<file path="src/rtl/f779_pkg.sv">
// Shared definitions for the 74F779 command sequencer.
// Command opcodes, {S1,S0} mode encodings and the controller state enum.
// No logic; imported by f779_sequencer.
package f779_pkg;

  // Command opcodes carried on cmd_op
  localparam logic [1:0] OP_LOAD = 2'd0;
  localparam logic [1:0] OP_UP   = 2'd1;
  localparam logic [1:0] OP_DOWN = 2'd2;
  localparam logic [1:0] OP_READ = 2'd3;

  // Counter mode select, packed as {S1,S0}
  localparam logic [1:0] MODE_LOAD = 2'b00;
  localparam logic [1:0] MODE_DOWN = 2'b01;
  localparam logic [1:0] MODE_UP   = 2'b10;
  localparam logic [1:0] MODE_HOLD = 2'b11;

  typedef enum logic [2:0] {
    ST_IDLE  = 3'd0,
    ST_LOAD  = 3'd1,
    ST_COUNT = 3'd2,
    ST_RDON  = 3'd3,
    ST_RDCAP = 3'd4,
    ST_RESP  = 3'd5
  } state_e;

endpackage

</file>
<file path="src/rtl/f779_sequencer.sv">
// Command-driven controller for one 74F779 up/down counter on a shared 3-state bus.
// Latency: LOAD 2, UP/DOWN N+1 (1 for N=0), READ 3 cycles from accept to rsp_valid.
// Backpressure: one command in flight; cmd_ready stays low until the response is taken.
//
// Ports:
//   CP, mr_n                   clock (shared with the counter) and async active-low reset
//   cmd_valid/ready/op/data    command port; data is the LOAD value or step count N
//   rsp_valid/ready/data/tc    response port; held stable until taken
//   S0, S1, cet_n, oe_n        counter control pins
//   bus_out, bus_oe, bus_in    controller half of the bidirectional InotO bus
//   tc_n                       counter terminal-count, active-low
module f779_sequencer
  import f779_pkg::*;
#(
  parameter int WIDTH = 8,
  parameter int NW    = 8
) (
  input  logic             CP,
  input  logic             mr_n,
  input  logic             cmd_valid,
  output logic             cmd_ready,
  input  logic [1:0]       cmd_op,
  input  logic [WIDTH-1:0] cmd_data,
  output logic             rsp_valid,
  input  logic             rsp_ready,
  output logic [WIDTH-1:0] rsp_data,
  output logic             rsp_tc,
  output logic             S0,
  output logic             S1,
  output logic             cet_n,
  output logic             oe_n,
  output logic [WIDTH-1:0] bus_out,
  output logic             bus_oe,
  input  logic [WIDTH-1:0] bus_in,
  input  logic             tc_n
);

  state_e           state_q, state_d;
  logic [NW-1:0]    cnt_q, cnt_d;
  logic             dir_up_q, dir_up_d;
  logic [WIDTH-1:0] rsp_data_q, rsp_data_d;
  logic             rsp_tc_q, rsp_tc_d;

  // Registered pin/port outputs, decoded from the next state
  logic [1:0]       mode_q, mode_d;
  logic             cet_n_q, cet_n_d;
  logic             oe_n_q, oe_n_d;
  logic             bus_oe_q, bus_oe_d;
  logic [WIDTH-1:0] bus_out_q, bus_out_d;
  logic             cmd_ready_q, cmd_ready_d;
  logic             rsp_valid_q, rsp_valid_d;

  always_comb begin
    state_d    = state_q;
    cnt_d      = cnt_q;
    dir_up_d   = dir_up_q;
    rsp_data_d = rsp_data_q;
    rsp_tc_d   = rsp_tc_q;
    bus_out_d  = '0;

    unique case (state_q)
      ST_IDLE: begin
        if (cmd_valid) begin
          rsp_tc_d = 1'b0;
          unique case (cmd_op)
            OP_LOAD: begin
              state_d    = ST_LOAD;
              rsp_data_d = cmd_data;
              bus_out_d  = cmd_data;
            end
            OP_UP, OP_DOWN: begin
              dir_up_d   = (cmd_op == OP_UP);
              cnt_d      = cmd_data[NW-1:0];
              // Steps performed equals N, known at accept time
              rsp_data_d = WIDTH'(cmd_data[NW-1:0]);
              state_d    = (cmd_data[NW-1:0] == '0) ? ST_RESP : ST_COUNT;
            end
            default: begin
              state_d = ST_RDON;
            end
          endcase
        end
      end
      ST_LOAD: begin
        state_d = ST_RESP;
      end
      ST_COUNT: begin
        // tc_n reflects the value the counter holds during this enabled cycle
        if (!tc_n) rsp_tc_d = 1'b1;
        if (cnt_q == NW'(1)) begin
          state_d = ST_RESP;
        end else begin
          cnt_d = cnt_q - NW'(1);
        end
      end
      ST_RDON: begin
        state_d = ST_RDCAP;
      end
      ST_RDCAP: begin
        rsp_data_d = bus_in;
        state_d    = ST_RESP;
      end
      ST_RESP: begin
        if (rsp_ready) state_d = ST_IDLE;
      end
      default: begin
        state_d = ST_IDLE;
      end
    endcase

    // Moore decode of the state being entered; registered below so every
    // output is a flop and nothing on the counter side sees cmd_* directly.
    mode_d      = MODE_HOLD;
    cet_n_d     = 1'b1;
    oe_n_d      = 1'b1;
    bus_oe_d    = 1'b0;
    cmd_ready_d = 1'b0;
    rsp_valid_d = 1'b0;
    unique case (state_d)
      ST_IDLE:  cmd_ready_d = 1'b1;
      ST_LOAD: begin
        // LOAD is only entered from IDLE, where oe_n was already high,
        // so the counter's drivers are off for a full cycle before ours turn on.
        mode_d   = MODE_LOAD;
        bus_oe_d = 1'b1;
      end
      ST_COUNT: begin
        mode_d  = dir_up_d ? MODE_UP : MODE_DOWN;
        cet_n_d = 1'b0;
      end
      ST_RDON, ST_RDCAP: oe_n_d = 1'b0;
      ST_RESP:  rsp_valid_d = 1'b1;
      default:  cmd_ready_d = 1'b0;
    endcase
  end

  always_ff @(posedge CP or negedge mr_n) begin
    if (!mr_n) begin
      state_q     <= ST_IDLE;
      cnt_q       <= '0;
      dir_up_q    <= 1'b0;
      rsp_data_q  <= '0;
      rsp_tc_q    <= 1'b0;
      mode_q      <= MODE_HOLD;
      cet_n_q     <= 1'b1;
      oe_n_q      <= 1'b1;
      bus_oe_q    <= 1'b0;
      bus_out_q   <= '0;
      cmd_ready_q <= 1'b1;
      rsp_valid_q <= 1'b0;
    end else begin
      state_q     <= state_d;
      cnt_q       <= cnt_d;
      dir_up_q    <= dir_up_d;
      rsp_data_q  <= rsp_data_d;
      rsp_tc_q    <= rsp_tc_d;
      mode_q      <= mode_d;
      cet_n_q     <= cet_n_d;
      oe_n_q      <= oe_n_d;
      bus_oe_q    <= bus_oe_d;
      bus_out_q   <= bus_out_d;
      cmd_ready_q <= cmd_ready_d;
      rsp_valid_q <= rsp_valid_d;
    end
  end

  assign cmd_ready = cmd_ready_q;
  assign rsp_valid = rsp_valid_q;
  assign rsp_data  = rsp_data_q;
  assign rsp_tc    = rsp_tc_q;
  assign S1        = mode_q[1];
  assign S0        = mode_q[0];
  assign cet_n     = cet_n_q;
  assign oe_n      = oe_n_q;
  assign bus_oe    = bus_oe_q;
  assign bus_out   = bus_out_q;

endmodule

</file>
<file path="config.mk">
export PLATFORM = sky130hd
export DESIGN_NAME = f779_sequencer
export DESIGN_NICKNAME = d
export VERILOG_FILES = /design/src/rtl/f779_pkg.sv /design/src/rtl/f779_sequencer.sv
export SDC_FILE = /design/constraint.sdc
export NUM_CORES = 1
export LEC_CHECK = 0
export BUFFER_PORTS_ARGS = -buffer_cell sky130_fd_sc_hd__buf_4
export CAP_MARGIN = 20
export CORE_MARGIN = 5
export CORE_UTILIZATION = 55
export CTS_CLUSTER_DIAMETER = 50
export DETAILED_ROUTE_END_ITERATION = 8
export MAX_ROUTING_LAYER = met4
export PLACE_DENSITY = 0.82
export REMOVE_ABC_BUFFERS = 1
export SLEW_MARGIN = 20
export SYNTH_ARGS = -nofsm -noshare
export SYNTH_HDL_FRONTEND = slang
export SYNTH_SLANG_ARGS = --single-unit
</file>
<file path="constraint.sdc">
create_clock -name CP -period 4.8 [get_ports CP]
set_input_delay 0.24 -clock CP [delete_from_list [all_inputs] [get_ports CP]]
set_output_delay 0.24 -clock CP [all_outputs]
set_load 0.03 [all_outputs]
</file>
# After elaboration in Yosys (flattened, before gate mapping)
# Cells that the tools add are included.
[totals]
output_inout_bits = 24
ff_bits = 36
input_bits = 23
word_cells = 73
[classes]
add_sub_neg = 1
mux = 29
reduce_logical = 13
eq_ne = 18
[ops]
columns = ["operator", "n"]
rows = [
  ["8-bit 2-to-1 mux", 8],
  ["8-bit case mux with 2 select lines", 2],
  ["3-bit case mux with 5 select lines", 1],
  ["3-bit by 2-bit equality test with 1-bit output, second input constant", 4],
  ["3-bit equality test, second input constant", 4],
  ["3-bit 2-to-1 mux", 4],
  ["1-bit 2-to-1 mux", 10],
  ["8-bit by 1-bit equality test with 1-bit output, second input constant", 1],
  ["8-bit zero test", 1],
  ["2-bit != test, second input constant", 4],
  ["8-bit by 1-bit subtractor with 8-bit output, second input constant", 1],
  ["3-bit by 1-bit equality test with 1-bit output, second input constant", 2],
  ["3-bit zero test", 2],
  ["3-bit case mux with 2 select lines", 1],
  ["3-bit AND reduction", 2],
  ["2-bit OR reduction", 3],
  ["2-bit case mux with 2 select lines", 1],
  ["4-bit AND reduction", 1],
  ["2-bit nonzero test", 2],
  ["3-bit OR reduction", 1],
  ["2-bit by 1-bit equality test with 1-bit output, second input constant", 1],
  ["2-bit equality test, second input constant", 1],
  ["2-bit zero test", 1],
  ["2-bit 2-to-1 mux", 1],
  ["other kinds (2)", 2],
]

# Depth between registers and ports, before layout
[depth]
ltp_word = 8
depth_mapped = 7
mapped_depth_nobuf = 6

# Worst setup path after synthesis
# OpenSTA, ideal clock, no wires.
[synth_path]
path_kind = "register -> register"
startpoint = "register state_q[0]"
endpoint = "register cnt_q[1]"
path_stages_with_launch = 7
setup_time_ns = 0.128
arrival_time_ns = 1.506
required_time_ns = 4.672
period_less_slack_ns = 1.634
path_buffers = 2
path_slack_ns = 3.166
cell_sequence = "dfrtp_1 -> buf_6 -> or3b_1 -> buf_6 -> a21oi_4 -> nor2_2 -> mux2_1"
[synth_between]
elab_chain_cells = 3
word_cells_on_any_way = 8
cone_classes = "eq/ne (4); mux (1); reduce/logical (3)"
[synth_lines]
columns = ["element", "line_no", "source"]
rows = [
  ["start, declared", "f779_sequencer.sv:38", "state_e state_q, state_d;"],
  ["start signal, assigned", "f779_sequencer.sv:152", "state_q <= state_d;"],
  ["3-bit by 2-bit equality test with 1-bit output or 3-bit zero test (tied branches)", "f779_sequencer.sv:61", "unique case (state_q)"],
  ["2-bit != test (no line), or another cell as far along", "-", ""],
  ["4-bit AND reduction (no line)", "-", ""],
  ["end signal, assigned", "f779_sequencer.sv:153", "cnt_q <= cnt_d;"],
  ["end, declared", "f779_sequencer.sv:39", "logic [NW-1:0] cnt_q, cnt_d;"],
]
# Several ways; a longest one is shown, not always the timed one.
# A chain may end at the register's enable or synchronous reset.

# Final worst setup path
[layout_path]
startpoint = "register state_q[1]"
endpoint = "register cnt_q[1]"
# Same word-level chain as after synthesis.

==> metrics.md <==
| Metric | Value |
|---|---|
| Slew Limit Headroom | `0.497` |
| Post-route cell area | `2300 sq um` |
| Vias per cell | `5.61` |
| IO buf count | `46` |
| Critical-path maximum fanout | `15` |
| Reg clk slew, reported paths | `110 ps` |
| Synth top area cells | `dfrtp_1 (42%), dfstp_2 (7.2%), mux2i_1 (4.4%)` |
| Area leader, netlist | `dfrtp_1` |
| Io pins | `47` |
| Internal Dissipation | `0.756 mW` |
| Slew Limit Fails | `0` |
| Top-count cell post-synth | `dfrtp_1` |
| Tmin final | `2210 ps` |
| EDFF count, synth | `0` |
| Die Width | `67.7 um` |
| Final setup fails | `0` |
| Post-detailed-route wirelength per cell | `16.2 um` |
| Top cell type's share of synthesized area | `0.423` |
| Diodes inserted | `0` |
| Largest net degree at the start of global routing | `37` |
| Vias in the first global route | `1,510` |
| Most common flop cell mapped by yosys | `dfrtp_1` |
| Switching Share | `0.390` |
| Worst slack, placed | `2620 ps` |
| Setup TNS Final | `0 ps` |
| CTS tree | `built` |
| Final Cycle Share | `0.459` |
| Initial antenna violation count | `0` |
| Layout cells sized above 1 | `0.323` |
| Synth-to-layout area growth | `25.3%` |
| Startpoint types | `register` |
| Num CTS Buffers | `5` |
| Placed insts | `254` |
| Placed Area | `2180 sq um` |
| Worst r2r src | `state_q[1]` |
| Worst Hold Path EP | `rsp_tc` |
| Least-Margin Pin Slew | `753 ps` |
| Hold slack final | `87.9 ps` |
| Row count | `21` |
| Max IR drop VDD | `0.000362 V` |
| Initial Utilization | `0.558` |
| Clk root buf | `clkbuf_4` |
| Filler Cell Count | `261` |
| Mean Syn Cell Area | `10.8 sq um` |
| Status | `complete, no violations` |
| Detailed Route WL | `4.26 mm` |
| Worst r2r path cells | `4` |
| Worst-Skew Late Latency | `340 ps` |
| Post-DP HPWL | `3.26 mm` |
| FFs w/ async S/R, synth | `1.00` |
| RSZ-0062 raised after global routing | `no` |
| First-pass GRT wire length | `7.14 mm` |
| Hold WC Path Type | `input port to register` |
| # Max-Cap Violations | `0` |
| Psw | `0.484 mW` |
| Nets@finish | `244` |
| Routability congestion estimate | `0.856` |
| Worst hold path depth | `2` |
| Sequential element share of the synthesized area | `0.495` |
| Final cell count without fillers | `263` |
| Residual DRC | `0` |
| Synth cell count leaders | `dfrtp_1 (31), nand2_1 (17), o21ai_0 (12)` |
| P per Cell Area | `540 nW/um^2` |
| Routed via count | `1,476` |
| Antenna Nets Post-Route | `0` |
| Seq cells post-synth | `36` |
| Initial DRC count | `80` |
| Clock share of power | `0.191` |
| Setup ws final | `2590 ps` |
| Final hold vios | `0` |
| Clock sink count | `36` |
| Global Route Usage Sum | `0.217` |
| Core area | `3280 sq um` |
| CTS Buffer Depth | `2` |
| Die Y | `67.7 um` |
| Synth Instances | `170` |
| Fmax | `453 MHz` |
| Grt total ovfl | `0` |
| Yosys warns | `0` |
| Worst reg-to-reg setup slack | `2590 ps` |
| Die footprint | `4590 sq um` |
| Htree depth | `2` |
| Yosys cell types | `45` |
| Worst Hold Launch | `tc_n` |
| R2r endpoint | `cnt_q[1]` |
| Leakage | `1.05 nW` |
| Post-Route Skew | `12.9 ps` |
| Pre-antenna DRT Iters | `4` |
| CP Capture Type | `register` |
| Comb pwr share | `0.397` |
| Worst path arrival time | `2420 ps` |
| WP data required | `5020 ps` |
| Reg power frac | `0.411` |
| Mapped Area | `1830 sq um` |
| Crit path kind | `register to register` |
[final cells by class]
type / count / area [sq um] / share of cell area
Multi-Input combinational cell: 118 / 848 / 0.369
Clock inverter: 1 / 30.0 / 0.0131
Tap cell: 46 / 57.6 / 0.0251
Inverter: 7 / 26.3 / 0.0114
Timing Repair Buffer: 48 / 363 / 0.158
Clock buffer: 7 / 65.1 / 0.0283
Sequential cell: 36 / 907 / 0.395
[stage by stage]
step	utilization	power, mW
floorplan	-	0.820
global placement	0.665	0.983
detailed placement	0.665	1.01
CTS	0.697	1.24
global route	0.699	1.32
finish	0.699	1.24
[worst max-delay path by stage]
| stage | cells past startpoint | start | end |
|---|---|---|---|
| 2_1_floorplan | 3 | state_q[0] | rsp_data[0] |
| 3_3_place_gp | 5 | cmd_op[0] | rsp_data[4] |
| 3_5_place_dp | 5 | cmd_op[0] | rsp_data[6] |
| 4_1_cts | 4 | state_q[0] | cnt_q[1] |
| 5_1_grt | 4 | state_q[1] | cnt_q[1] |
| 6_report | 4 | state_q[1] | cnt_q[1] |
[placed cells by master (no fill, tap or decap), types with 3 or more instances in the layout]
cell       count
nor2_1         3
dfrtp_1       31
a21oi_1        7
o21ai_0       12
o22a_1         3
ha_1           5
buf_4         47
and3_1         9
nor3_1         6
nor4b_4        3
o22ai_1        3
o2bb2ai_1      3
nand3_1        5
dfstp_2        5
nor3b_1        3
mux2i_1        8
inv_1          7
nand2_1       17
clkbuf_4       5
[critical path, stage by stage (launching register included)]
cell and delay, ps:
dfrtp_1 580, or3b_1 640, a21oi_4 380, nor2_2 150
mux2_1 330
[logic make-up after synthesis]
| group | Yosys count | synth area share |
|---|---|---|
| AO/OA/AOI/OAI | 46 | 0.177 |
| adder cells (fa/ha/maj) | 5 | 0.0341 |
| buffers and inverters | 16 | 0.0505 |
| flip-flops | 36 | 0.495 |
| multiplexers | 10 | 0.0560 |
| AND/OR/NAND/NOR | 57 | 0.188 |
[power groups by stage]
stage               Clock, mW  Sequential, mW  Combinational, mW
floorplan                   0           0.599              0.221
global placement            0           0.505              0.477
detailed placement          0           0.512              0.494
CTS                     0.240           0.506              0.496
global route            0.257           0.525              0.536
finish                  0.237           0.510              0.493
[metal layers]
layer	vias to the layer above	wire, um	GRT usage
met1	717	1730	0.255
met2	39	2270	0.369
met5	-	0	-
met3	5	204	0.0416
li1	715	-	-
met4	0	55	0.0734
[sequential cells by signal, summed over array words and instances (netlist names), 2 cells and up]
register / cells
bus_out: 8
mode_q: 2
cnt_q: 8
rsp_data: 8
state_q: 3
[what timing repair did]
item                                    4_1_cts  5_1_grt
resized for setup                             0        0
endpoints found under the setup margin        0        0
setup buffers                                 0        0
hold buffers                                  1        0
endpoints found under the hold margin        31        0
(Power assumes the default switching activity.)
